===== src/rtl/pc_seq_pkg.sv =====
// pc_seq_pkg: shared states and constants for the pc_sequencer next-PC controller
package pc_seq_pkg;
  typedef enum logic [1:0] {BOOT = 2'd0, RUN = 2'd1, HALT = 2'd2} state_e;
  localparam int XLEN_DEF = 32;
  localparam int CAUSE_INSTR_MISALIGNED = 0;
  localparam logic [1:0] ALIGN_MASK = 2'b11;
endpackage


===== src/rtl/pc_reg_en.sv =====
// pc_reg_en: enabled register with async active-low reset and a reset-value parameter
// Ports: clk, reset_n, en_i (load enable), d_i (next value), q_o (registered value)
module pc_reg_en #(
  parameter int W = 32,
  parameter logic [W-1:0] RST_VAL = '0
) (
  input  logic         clk,
  input  logic         reset_n,
  input  logic         en_i,
  input  logic [W-1:0] d_i,
  output logic [W-1:0] q_o
);
  logic [W-1:0] q_q;
  logic [W-1:0] q_d;
  always_comb q_d = en_i ? d_i : q_q;
  always_ff @(posedge clk or negedge reset_n)
    if (!reset_n) q_q <= RST_VAL;
    else q_q <= q_d;
  assign q_o = q_q;
endmodule


===== src/rtl/pc_sequencer.sv =====
// pc_sequencer: RV32I next-PC controller with boot delay, halt, and misaligned-target trap
// Ports: clk, reset_n; stall/halt/resume/mret/jump/branch controls and targets in;
//        pc_o, pc_plus4_o, fetch_en_o, trap_o, epc_o, state_o out.
// Optional: PC_SEQ_INSTRET_EN adds instret_o[63:0], a retired-instruction counter.
module pc_sequencer
  import pc_seq_pkg::*;
#(
  parameter int XLEN = XLEN_DEF,
  parameter logic [XLEN-1:0] RESET_VEC = '0,
  parameter logic [XLEN-1:0] TRAP_VEC = XLEN'(32'h0000_0100),
  parameter int BOOT_CYCLES = 4
) (
  input  logic            clk,
  input  logic            reset_n,
  input  logic            stall_i,
  input  logic            branch_taken_i,
  input  logic [XLEN-1:0] branch_target_i,
  input  logic            jump_i,
  input  logic [XLEN-1:0] jump_target_i,
  input  logic            mret_i,
  input  logic            halt_i,
  input  logic            resume_i,
  output logic [XLEN-1:0] pc_o,
  output logic [XLEN-1:0] pc_plus4_o,
  output logic            fetch_en_o,
  output logic            trap_o,
  output logic [XLEN-1:0] epc_o,
`ifdef PC_SEQ_INSTRET_EN
  output logic [63:0]     instret_o,
`endif
  output logic [1:0]      state_o
);
  localparam int CW = (BOOT_CYCLES > 1) ? $clog2(BOOT_CYCLES) : 1;
  localparam logic [CW-1:0] BOOT_INIT = CW'(BOOT_CYCLES - 1);
  state_e state_q, state_d;
  logic [CW-1:0] cnt_q, cnt_d;
  logic trap_q, trap_d;
  logic [XLEN-1:0] pc_q, epc_q, pc_d, cand;
  logic adv, take_trap;
  // adv: an unstalled, non-halting RUN edge where the PC actually moves
  assign adv = (state_q == RUN) && !stall_i && !halt_i;
  assign cand = jump_i ? jump_target_i : branch_target_i;
  assign take_trap = adv && !mret_i && (jump_i || branch_taken_i) && |(cand[1:0] & ALIGN_MASK);
  always_comb pc_d = mret_i ? epc_q : take_trap ? TRAP_VEC : (jump_i || branch_taken_i) ? cand : pc_plus4_o;
  always_comb trap_d = take_trap;
  always_comb begin
    state_d = state_q;
    cnt_d = cnt_q;
    case (state_q)
      BOOT: begin
        state_d = (cnt_q == '0) ? RUN : BOOT;
        cnt_d = (cnt_q == '0) ? cnt_q : cnt_q - CW'(1);
      end
      RUN: state_d = (!stall_i && halt_i) ? HALT : RUN;
      HALT: state_d = (!stall_i && resume_i && !halt_i) ? RUN : HALT;
      default: begin
        state_d = BOOT;
        cnt_d = BOOT_INIT;
      end
    endcase
  end
  always_ff @(posedge clk or negedge reset_n)
    if (!reset_n) begin
      state_q <= BOOT;
      cnt_q <= BOOT_INIT;
      trap_q <= 1'b0;
    end else begin
      state_q <= state_d;
      cnt_q <= cnt_d;
      trap_q <= trap_d;
    end
  pc_reg_en #(.W(XLEN), .RST_VAL(RESET_VEC)) u_pc (
    .clk(clk), .reset_n(reset_n), .en_i(adv), .d_i(pc_d), .q_o(pc_q));
  // epc captures the PC of the faulting control-flow instruction
  pc_reg_en #(.W(XLEN), .RST_VAL('0)) u_epc (
    .clk(clk), .reset_n(reset_n), .en_i(take_trap), .d_i(pc_q), .q_o(epc_q));
`ifdef PC_SEQ_INSTRET_EN
  logic [63:0] instret_q, instret_d;
  always_comb instret_d = instret_q + {63'd0, adv && !take_trap};
  always_ff @(posedge clk or negedge reset_n)
    if (!reset_n) instret_q <= '0;
    else instret_q <= instret_d;
  assign instret_o = instret_q;
`endif
  assign pc_o = pc_q;
  assign pc_plus4_o = pc_q + XLEN'(4);
  assign fetch_en_o = (state_q == RUN);
  assign trap_o = trap_q;
  assign epc_o = epc_q;
  assign state_o = state_q;
endmodule


===== config.mk =====
export PLATFORM = sky130hd
export DESIGN_NAME = pc_sequencer
export DESIGN_NICKNAME = d
export VERILOG_FILES = /design/src/rtl/pc_seq_pkg.sv /design/src/rtl/pc_reg_en.sv /design/src/rtl/pc_sequencer.sv
export SDC_FILE = /design/constraint.sdc
export NUM_CORES = 1
export LEC_CHECK = 0
export CAP_MARGIN = 20
export CORE_ASPECT_RATIO = 1.25
export CORE_MARGIN = 10
export CORE_UTILIZATION = 40
export DETAILED_ROUTE_END_ITERATION = 12
export PLACE_DENSITY = 0.85
export SYNTH_ARGS = -nofsm -noshare
export SYNTH_HDL_FRONTEND = slang
export SYNTH_SLANG_ARGS = --single-unit
export TNS_END_PERCENT = 1

===== constraint.sdc =====
create_clock -name clk -period 3.9 [get_ports clk]
set_input_delay 1.17 -clock clk [delete_from_list [all_inputs] [get_ports clk]]
set_output_delay 1.17 -clock clk [all_outputs]
set_load 0.01 [all_outputs]

==> impl_metrics.csv, run 1 <==
group,metric,value,unit
layout,drive_gt1_share,14.8,%
yosys,synth_largest_area_cell,"dfrtp_1",
clocking,cts_root_buf,"clkbuf_16",
floorplanning,start_util,40.6,%
floorplanning,io_pins,172,
pwr,cell_internal_pwr,2.66,mW
yosys,ys.flop_type,"dfrtp_1",
worst_hold_path,holdCritStartpoint,"u_epc.q_o[21]$_DFFE_PN0P_",
clocking,clkTransAtPathRegs,0.05,ns
worst_hold_path,holdPathStages,2,
clocking,cts.sinks,69,
clocking,insertion_delay,0.33,ns
yosys,seq_area_frac_synth,38.6,%
timing,min_period,3.87,ns
routing,drcViolationCount,0,
yosys,synth_edf_count,0,
layout,num-nets-final,749,
yosys,synth_nets,574,
floorplanning,fp.coreArea,11000,µm²
placed_design,routabilityCongestion,0.934,
placed_design,pre_cts_ws,0.181,ns
clocking,h-tree-depth,3,
global_routing,grt_pass1_wl,28300,µm
setup_path,rr_endpoint,"u_pc.q_o[20]$_DFFE_PN0P_",
pwr,power,4.26,mW
routing,dr.max_layer_used,"met4",
yosys,yosysUniqueCellTypes,74,
pwr,comb_power_share,49.9,%
setup_path,r2r-start,"state_o[1]$_DFF_PN0_",
yosys,syn_inst,496,
placed_design,dp_hpwl,14000,µm
routing,wl_per_cell,22.8,µm
setup_path,cp_cell_sequence,"buf_4 -> nand4_1 -> nor3_1 -> nand3_1 -> xnor2_1 -> clkdlybuf4s50_1",
floorplanning,rows,43,
routing,antenna_left,0,
clocking,cts_made_buffers,9,
setup_path,crit_fanout,9,
layout,final_cell_mix,"clkdlybuf4s50_1 (169), dfrtp_1 (61), nand2_1 (44), buf_4 (34), a21oi_1 (32)",
timing,tightest_slew,0.733,ns
global_routing,grt_pass1_vias,5105,
yosys,async_flop_share,100,%
pwr,power.switching,1.60,mW
layout,final_common_cell,"clkdlybuf4s50_1",
pwr,power_frac_seq,29.5,%
timing,setup-violations-final,0,
floorplanning,dieWidth,115,µm
setup_path,ff2ff_setup_slack,1.47,ns
yosys,ys_warn_count,0,
worst_hold_path,hold_path_class,"flop to flop",
global_routing,grt_max_degree,30,
routing,route.met2.wl,9290,µm
global_routing,grtUsageTotal,22.2,%
layout,area_growth_syn_to_layout,51.3,%
routing,wl,18400,µm
timing,hold_viol,0,
routing,vias_per_cell,6.12,
routing,vias,4955,
routing,firstDrtPassIters,5,
timing,whs,0.525,ns
run_status,outcome,"finished clean",
yosys,ys_ff_latch,69,
setup_path,crit_path_start_kind,"flop",
pwr,p_per_area,628,nW/µm²
pwr,ir_worst_vdd,356,µV
timing,tns,0,ns
setup_path,cp_slowest_cell,"clkdlybuf4s50_1",
clocking,cts_buffer_depth,2,
timing,rsz0062_at_grt,"yes",
routing,drt-initial-drc-count,549,
yosys,syn_avg_cell_area,9.03,µm²
timing,max_freq,258,MHz
setup_path,cpPeakStageDelay,0.61,ns
yosys,netlist_area,4480,µm²
routing,wl_met3,1650,µm
routing,m1WireLength,6820,µm
setup_path,crit_start,"u_pc.q_o[3]$_DFFE_PN0P_",
global_routing,grt-ovfl-total,0,
clocking,cts_tree,"built",
yosys,yosys.area.top_type_share,37.4,%
timing,fin_skew,0.00800,ns
setup_path,cp.arrival,2.70,ns
global_routing,grt_antenna_before_repair,0,
yosys,synth.area.top_cells,"dfrtp_1 (37%), mux2_2 (6.0%), nand2_1 (3.7%), a21oi_1 (3.6%), o21ai_0 (3.5%)",
worst_hold_path,whs_endpoint,"u_epc.q_o[21]$_DFFE_PN0P_",
pwr,swShare,37.6,%
timing,post-route-period-util,99.3,%
clocking,post_cts_buffers,0,
setup_path,endpoint_kind,"output port",
setup_path,path_class,"flop to output port",
layout,final_util,61.4,%
flow_run,cap_violations,0,
floorplanning,die_h,138,µm
pwr,pwr-share-clk,20.6,%
floorplanning,die-area,15900,µm²
timing,slew_violations,0,
layout,fillers,912,
setup_path,required,2.73,ns
pwr,leakage,2.83,nW
timing,setup_ws,0.0265,ns
setup_path,reg2regPathDepth,7,
timing,slew-limit-headroom,50.7,%
layout,antennaDiodeCount,0,
placed_design,io_buffer_count,171,
==> per-stage QoR <==
step | cell area [µm²] | instances
2_1_floorplan | 4480 | 496
3_5_place_dp | 6420 | 795
3_3_place_gp | 6420 | 795
4_1_cts | 6750 | 810
5_1_grt | 6780 | 810
6_report | 6780 | 810
==> worst max path at each step <==
stage	to	slack [ns]	cells after the start
floorplan	pc_plus4_o[20]	0.78	6
global placement	pc_plus4_o[20]	0.28	5
detailed placement	pc_plus4_o[30]	0.18	6
CTS	pc_plus4_o[20]	-0.02	5
global route	pc_plus4_o[19]	-0.06	6
finish	pc_plus4_o[19]	0.03	6
==> layer usage <==
layer | vias to the layer above | global-route usage [%]
li1 | 2192 | -
met1 | 2418 | 26.0
met2 | 292 | 36.8
met3 | 53 | 6.15
met4 | 0 | 9.39
met5 | - | 0
==> synth_stat cells, types with 3 or more instances <==
| library cell | instances |
|---|---|
| xnor2_1 | 16 |
| nor2_1 | 20 |
| o31ai_1 | 5 |
| o211ai_1 | 5 |
| o21ai_1 | 6 |
| nor4_1 | 7 |
| buf_4 | 5 |
| a22oi_1 | 10 |
| a31oi_1 | 7 |
| a221oi_1 | 7 |
| and3_1 | 11 |
| nand4_1 | 14 |
| a22o_1 | 3 |
| dfrtp_1 | 67 |
| mux2_2 | 24 |
| buf_2 | 5 |
| nand2_1 | 44 |
| o21ai_0 | 31 |
| o21a_1 | 6 |
| a21oi_1 | 32 |
| nand2b_1 | 4 |
| inv_1 | 19 |
| a21boi_0 | 3 |
| o21bai_1 | 3 |
| or3_1 | 3 |
| o22ai_1 | 7 |
| xor2_1 | 10 |
| and4_1 | 3 |
| mux2i_1 | 4 |
| or2_1 | 3 |
| clkbuf_1 | 28 |
| ha_1 | 6 |
| nor3_1 | 8 |
| nand3_1 | 14 |
==> layout make-up <==
class	count	area [µm²]	share of cell area, %
Inverter	20	75.1	1.11
Tap cell	135	169	2.49
Multi-Input combinational cell	366	2520	37.2
Clock inverter	4	72.6	1.07
Sequential cell	69	1740	25.6
Timing Repair Buffer	205	1960	28.9
Clock buffer	11	243	3.58
==> kinds of logic after synthesis <==
logic type | count (synthesis) | share of synthesized area [%]
AOI/OAI and AO/OA | 156 | 23.2
buffers and inverters | 61 | 6.03
xor gates and xnor gates | 26 | 5.08
adders and majority gates | 6 | 1.68
muxes | 28 | 6.93
and+or+nand+nor | 150 | 18.5
DFF | 69 | 38.6
==> repair_timing <==
action,CTS,global route
hold buffers,0,0
endpoints found under the setup margin,10,14
pin swaps,0,2
resized for setup,3,9
==> registers in the layout (all words and copies together), names as in the netlist <==
| register | count |
|---|---|
| cnt_q | 2 |
| state_o | 2 |
| trap_o | 1 |
| u_epc.q_o | 32 |
| u_pc.q_o | 32 |
==> power groups by stage <==
| stage | Clock, mW | Combinational (mW) | Sequential (mW) |
|---|---|---|---|
| final | 0.876 | 2.12 | 1.26 |
| after global routing | 0.907 | 2.28 | 1.29 |
| after CTS | 0.875 | 2.13 | 1.23 |
| after detailed placement | 0 | 2.11 | 1.24 |
| after global placement | 0 | 2.06 | 1.21 |
| after floorplan | 0 | 0.816 | 1.30 |
==> worst max-delay path: cells and delay by family, from the launching register on <==
| kind | cells | cell delay [ns] |
|---|---|---|
| XOR/XNOR | 1 | 0.30 |
| buffers and inverters | 2 | 0.77 |
| flip-flops | 1 | 0.35 |
| AND/OR/NAND/NOR | 3 | 0.95 |
Power figures use the tool's default switching activity.
==> run 2: changes to the inputs <==
- RECOVER_POWER: default -> 100
- SETUP_SLACK_MARGIN: default -> 0.4
==> run 2 against run 1 <==
The flow now finishes with violations (max-capacitance violations, max-slew violations); routed wire length up 1.1%; worst hold slack worse by 0.0087 ns; maximum frequency is 2.6% higher; core utilization up 0.74 points; highest routed layer unchanged.
==> impl_metrics.csv, run 2 (synthesis results as in run 1) <==
group,metric,value,unit
setup_path,crit_path_start_kind,"flop",
setup_path,endpoint_kind,"output port",
setup_path,cp.arrival,2.61,ns
clocking,cts_root_buf,"clkbuf_16",
pwr,ir_worst_vdd,334,µV
timing,post-route-period-util,96.8,%
global_routing,grt_pass1_wl,29000,µm
timing,max_freq,265,MHz
layout,antennaDiodeCount,0,
timing,slew_violations,60,
layout,final_util,62.2,%
placed_design,placed_area,6420,µm²
global_routing,grt_max_degree,30,
flow_run,cap_violations,2,
clocking,cts_buffer_depth,2,
floorplanning,rows,43,
setup_path,crit_fanout,7,
routing,wl,18600,µm
routing,vias,5017,
placed_design,dp_hpwl,14000,µm
placed_design,placedCellCount,795,
layout,area_growth_syn_to_layout,53.1,%
timing,min_period,3.78,ns
pwr,pwr-share-clk,21.2,%
routing,vias_per_cell,6.10,
timing,setup-violations-final,0,
floorplanning,start_util,40.6,%
global_routing,grt_antenna_before_repair,0,
pwr,cell_internal_pwr,2.54,mW
placed_design,routabilityCongestion,0.934,
clocking,h-tree-depth,3,
routing,firstDrtPassIters,7,
pwr,p_per_area,602,nW/µm²
worst_hold_path,hold_path_class,"flop to flop",
global_routing,grt_pass1_vias,5157,
routing,antenna_left,0,
floorplanning,die_h,138,µm
pwr,leakage,3.11,nW
layout,final_cell_mix,"dlygate4sd3_1 (91), clkdlybuf4s50_1 (71), dfrtp_1 (60), nand2_1 (44), buf_4 (40)",
timing,tightest_slew,1.76,ns
layout,num-nets-final,762,
clocking,hold_buffers,0,
layout,design_area,6860,µm²
layout,finalNonFillerCells,823,
layout,final_common_cell,"dlygate4sd3_1",
floorplanning,die-area,15900,µm²
run_status,outcome,"finished, violations left",
clocking,cts_tree,"built",
floorplanning,dieWidth,115,µm
routing,drt-initial-drc-count,562,
floorplanning,fp.coreArea,11000,µm²
pwr,comb_power_share,48.8,%
timing,tns,0,ns
global_routing,grtUsageTotal,22.7,%
pwr,power.switching,1.59,mW
routing,wl_per_cell,22.6,µm
timing,fin_skew,0.00704,ns
global_routing,grt-ovfl-total,0,
timing,rsz0062_at_grt,"yes",
routing,drcViolationCount,0,
timing,hold_viol,0,
setup_path,path_class,"flop to output port",
timing,slew-limit-headroom,-17.6,%
pwr,power_frac_seq,30.0,%
clocking,cts.sinks,69,
setup_path,required,2.73,ns
pwr,swShare,38.6,%
clocking,cts_made_buffers,9,
run_status,violations,"max-capacitance violations, max-slew violations",
clocking,clkTransAtPathRegs,0.06,ns
floorplanning,io_pins,172,
clocking,insertion_delay,0.33,ns
pwr,power,4.13,mW
placed_design,io_buffer_count,171,
layout,drive_gt1_share,15.7,%
==> run 2: per-layer routing <==
layer  routed length [µm]  vias to the layer above  global-route usage, %
met1                 6810                     2470                   26.6
met2                 9540                      275                   38.3
met4                  600                        0                   8.86
li1                     -                     2222                      -
met5                    0                        -                      0
met3                 1680                       50                   5.67
==> run 2: final cells by class <==
class | count | area (µm²)
fill | 906 | 4170
timing repair buffer | 218 | 2030
clock buffer | 11 | 243
sequential | 69 | 1740
inverter | 20 | 75.1
clock inverter | 4 | 72.6
multi-input combinational | 366 | 2530
tap | 135 | 169
==> run 2: repair_timing <==
action                                  CTS  global route
resized for setup                        20             5
endpoints found under the setup margin   20            21
pin swaps                                 9             3
setup buffers                             8             5
==> run 2: worst max-delay path, cell delays in order (launching register included) <==
cell and delay [ns]:
dfrtp_2 0.45, nand4_1 0.19, buf_4 0.19, nor4_4 0.28, buf_4 0.20, and3_1 0.19, xor2_1 0.15, dlygate4sd3_1 0.62
==> run 2: power groups by stage <==
stage	Sequential (mW)	Combinational, mW	Clock, mW
2_1_floorplan	1.30	0.816	0
3_3_place_gp	1.21	2.06	0
3_5_place_dp	1.24	2.11	0
4_1_cts	1.24	2.14	0.875
5_1_grt	1.27	2.17	0.906
6_report	1.24	2.02	0.874
==> run 2: final timing paths <==
path	start	to	slack, ns	cells after the start
setup / recovery	u_pc.q_o[12]$_DFFE_PN0P_	pc_plus4_o[29]	0.12	7
hold / removal	u_epc.q_o[21]$_DFFE_PN0P_	u_epc.q_o[21]$_DFFE_PN0P_	0.52	2
setup reg to reg	state_o[1]$_DFF_PN0_	u_epc.q_o[9]$_DFFE_PN0P_	0.97	7
hold reg to reg	u_epc.q_o[21]$_DFFE_PN0P_	u_epc.q_o[21]$_DFFE_PN0P_	0.52	2
max in group asynchronous	reset_n	u_pc.q_o[20]$_DFFE_PN0P_	1.00	2
min in group asynchronous	reset_n	u_epc.q_o[1]$_DFFE_PN0P_	0.84	1
==> run 2: through the flow <==
stage | setup slack (ns) | hold WS, ns
after CTS | 0.164 | 0.525
after global placement | 0.284 | 0.492
final | 0.124 | 0.516
after floorplan | 0.775 | 0.495
after global routing | 0.0228 | 0.553
after detailed placement | 0.181 | 0.507
==> run 3: changes to the inputs <==
- GPL_ROUTABILITY_DRIVEN: default -> 0
==> run 3 against run 2 <==
The flow still finishes with violations (max-capacitance violations, max-slew violations); critical path depth fell by 2; core utilization down 0.60 points; via count is 1.5% higher; clock power down 13%; setup slack better by 0.051 ns; count of clock-buffer cells in the layout is 4 higher; power decreased by 3.1%; combinational power about the same; sequential power is essentially flat; final area shrank 0.97%.
==> impl_metrics.csv, run 3 (synthesis results as in run 1) <==
group,metric,value,unit
setup_path,cp.arrival,2.56,ns
setup_path,cp_cell_sequence,"nand3_2 -> or2_0 -> or4_4 -> xnor2_2 -> clkdlybuf4s50_1",
setup_path,crit_buf_inv,1,
clocking,hold_buffers,0,
pwr,p_per_area,589,nW/µm²
global_routing,grt_antenna_before_repair,0,
pwr,leakage,3.06,nW
clocking,cts.sinks,69,
setup_path,crit_fanout,6,
layout,final_common_cell,"dlygate4sd3_1",
floorplanning,die-area,15900,µm²
pwr,comb_power_share,49.7,%
setup_path,r2r-start,"state_o[1]$_DFF_PN0_",
pwr,ir_worst_vdd,353,µV
global_routing,grt_pass1_wl,28700,µm
floorplanning,dieWidth,115,µm
pwr,power,4.00,mW
global_routing,grt_max_degree,41,
global_routing,grt-ovfl-total,0,
clocking,cts_made_buffers,9,
timing,slew-limit-headroom,-45.4,%
setup_path,cp_slowest_cell,"clkdlybuf4s50_1",
floorplanning,io_pins,172,
floorplanning,rows,43,
layout,drive_gt1_share,15.2,%
global_routing,grtUsageTotal,22.4,%
setup_path,endpoint_kind,"output port",
flow_run,cap_violations,2,
routing,wl_per_cell,22.4,µm
worst_hold_path,hold_path_class,"flop to flop",
routing,drcViolationCount,0,
placed_design,placed_area,6400,µm²
setup_path,path_class,"flop to output port",
routing,vias,5093,
setup_path,cpPeakStageDelay,0.58,ns
routing,antenna_left,0,
floorplanning,die_h,138,µm
run_status,outcome,"finished, violations left",
timing,rsz0062_at_grt,"yes",
routing,dr.max_layer_used,"met4",
clocking,insertion_delay,0.33,ns
pwr,pwr-share-clk,19.0,%
layout,num-nets-final,759,
layout,area_growth_syn_to_layout,51.6,%
timing,tightest_slew,2.18,ns
run_status,violations,"max-capacitance violations, max-slew violations",
global_routing,grt_pass1_vias,5185,
layout,multi_input_area,2540,µm²
routing,wl,18400,µm
routing,route.met2.wl,9030,µm
timing,fin_skew,0.00590,ns
placed_design,io_buffer_count,171,
pwr,power_frac_seq,31.3,%
clocking,clkTransAtPathRegs,0.06,ns
timing,min_period,3.73,ns
worst_hold_path,holdCritStartpoint,"u_epc.q_o[25]$_DFFE_PN0P_",
timing,hold_viol,0,
clocking,cts_tree,"built",
clocking,cts_buffer_depth,2,
floorplanning,fp.coreArea,11000,µm²
routing,firstDrtPassIters,6,
layout,antennaDiodeCount,0,
layout,final_cell_mix,"dlygate4sd3_1 (85), clkdlybuf4s50_1 (77), dfrtp_1 (62), nand2_1 (44), buf_4 (37)",
routing,vias_per_cell,6.20,
timing,post-route-period-util,95.5,%
layout,finalNonFillerCells,821,
clocking,h-tree-depth,3,
setup_path,required,2.73,ns
routing,wl_met3,1780,µm
placed_design,placedCellCount,792,
timing,tns,0,ns
pwr,cell_internal_pwr,2.42,mW
layout,regArea,1740,µm²
timing,setup-violations-final,0,
setup_path,crit_path_start_kind,"flop",
setup_path,cp_top_family,"simple AND/OR/NAND/NOR gates",
clocking,cts_root_buf,"clkbuf_16",
timing,slew_violations,71,
routing,drt-initial-drc-count,628,
pwr,swShare,39.5,%
floorplanning,start_util,40.6,%
layout,design_area,6790,µm²
setup_path,crit_start,"u_pc.q_o[10]$_DFFE_PN0P_",
layout,fillers,878,
routing,m1WireLength,6680,µm
placed_design,dp_hpwl,13800,µm
pwr,power.switching,1.58,mW
timing,max_freq,268,MHz
## run 3: changes by cell type in the layout (fill, tap and decap cells not counted), moves of 2 or more
cell             before  now
dfrtp_1              60   62
bufinv_16             2    0
clkdlybuf4s50_1      71   77
buf_4                40   37
dlygate4sd3_1        91   85
clkbuf_1              7   10
dfrtp_2               7    5
## run 3: layer usage
layer,track usage (%),vias to the layer above
met4,10.6,0
li1,-,2209
met2,36.4,340
met5,0,-
met3,5.71,83
met1,26.7,2461
## run 3: through the flow
step                worst slack (ns)  util, %  hold slack (ns)
floorplan                      0.775        -            0.495
global placement               0.305     58.0            0.488
detailed placement             0.253     58.0            0.500
CTS                            0.233     61.4            0.516
global route                  0.0593     61.6            0.545
finish                         0.174     61.6            0.517
## run 3: power groups by stage
| stage | registers (mW) | clock network, mW | logic, mW |
|---|---|---|---|
| final | 1.25 | 0.758 | 1.99 |
| after global routing | 1.29 | 0.796 | 2.14 |
| after CTS | 1.25 | 0.762 | 2.09 |
| after detailed placement | 1.26 | 0 | 2.05 |
| after global placement | 1.23 | 0 | 2.01 |
| after floorplan | 1.30 | 0 | 0.816 |
## run 3: final timing paths
kind                                        endpoint  slack (ns)  cells after the start
min in group asynchronous  u_epc.q_o[22]$_DFFE_PN0P_        1.41                      2
max                                   pc_plus4_o[23]        0.17                      5
min reg2reg                u_epc.q_o[25]$_DFFE_PN0P_        0.52                      2
max in group asynchronous   u_pc.q_o[12]$_DFFE_PN0P_        0.88                      2
min                        u_epc.q_o[25]$_DFFE_PN0P_        0.52                      2
max reg2reg                 u_epc.q_o[7]$_DFFE_PN0P_        0.94                      7
## run 3: tightest hold or removal path: stages (launching register included)
cell and delay (ns):
dfrtp_1 0.37, nand2_1 0.05, o21ai_0 0.06
## run 3: cell type report
class	count	area share, %
repair buffers	215	29.4
flip-flops and latches	69	25.6
well taps	135	2.49
multi-input cells	366	37.4
clock inverters	1	0.0737
clock buffers	15	3.94
inverters	20	1.11
## run 3: repair_timing
action,CTS,global route
setup endpoints to repair,21,24
buffers inserted,7,6
gates resized for setup,21,8
pin swaps,5,2
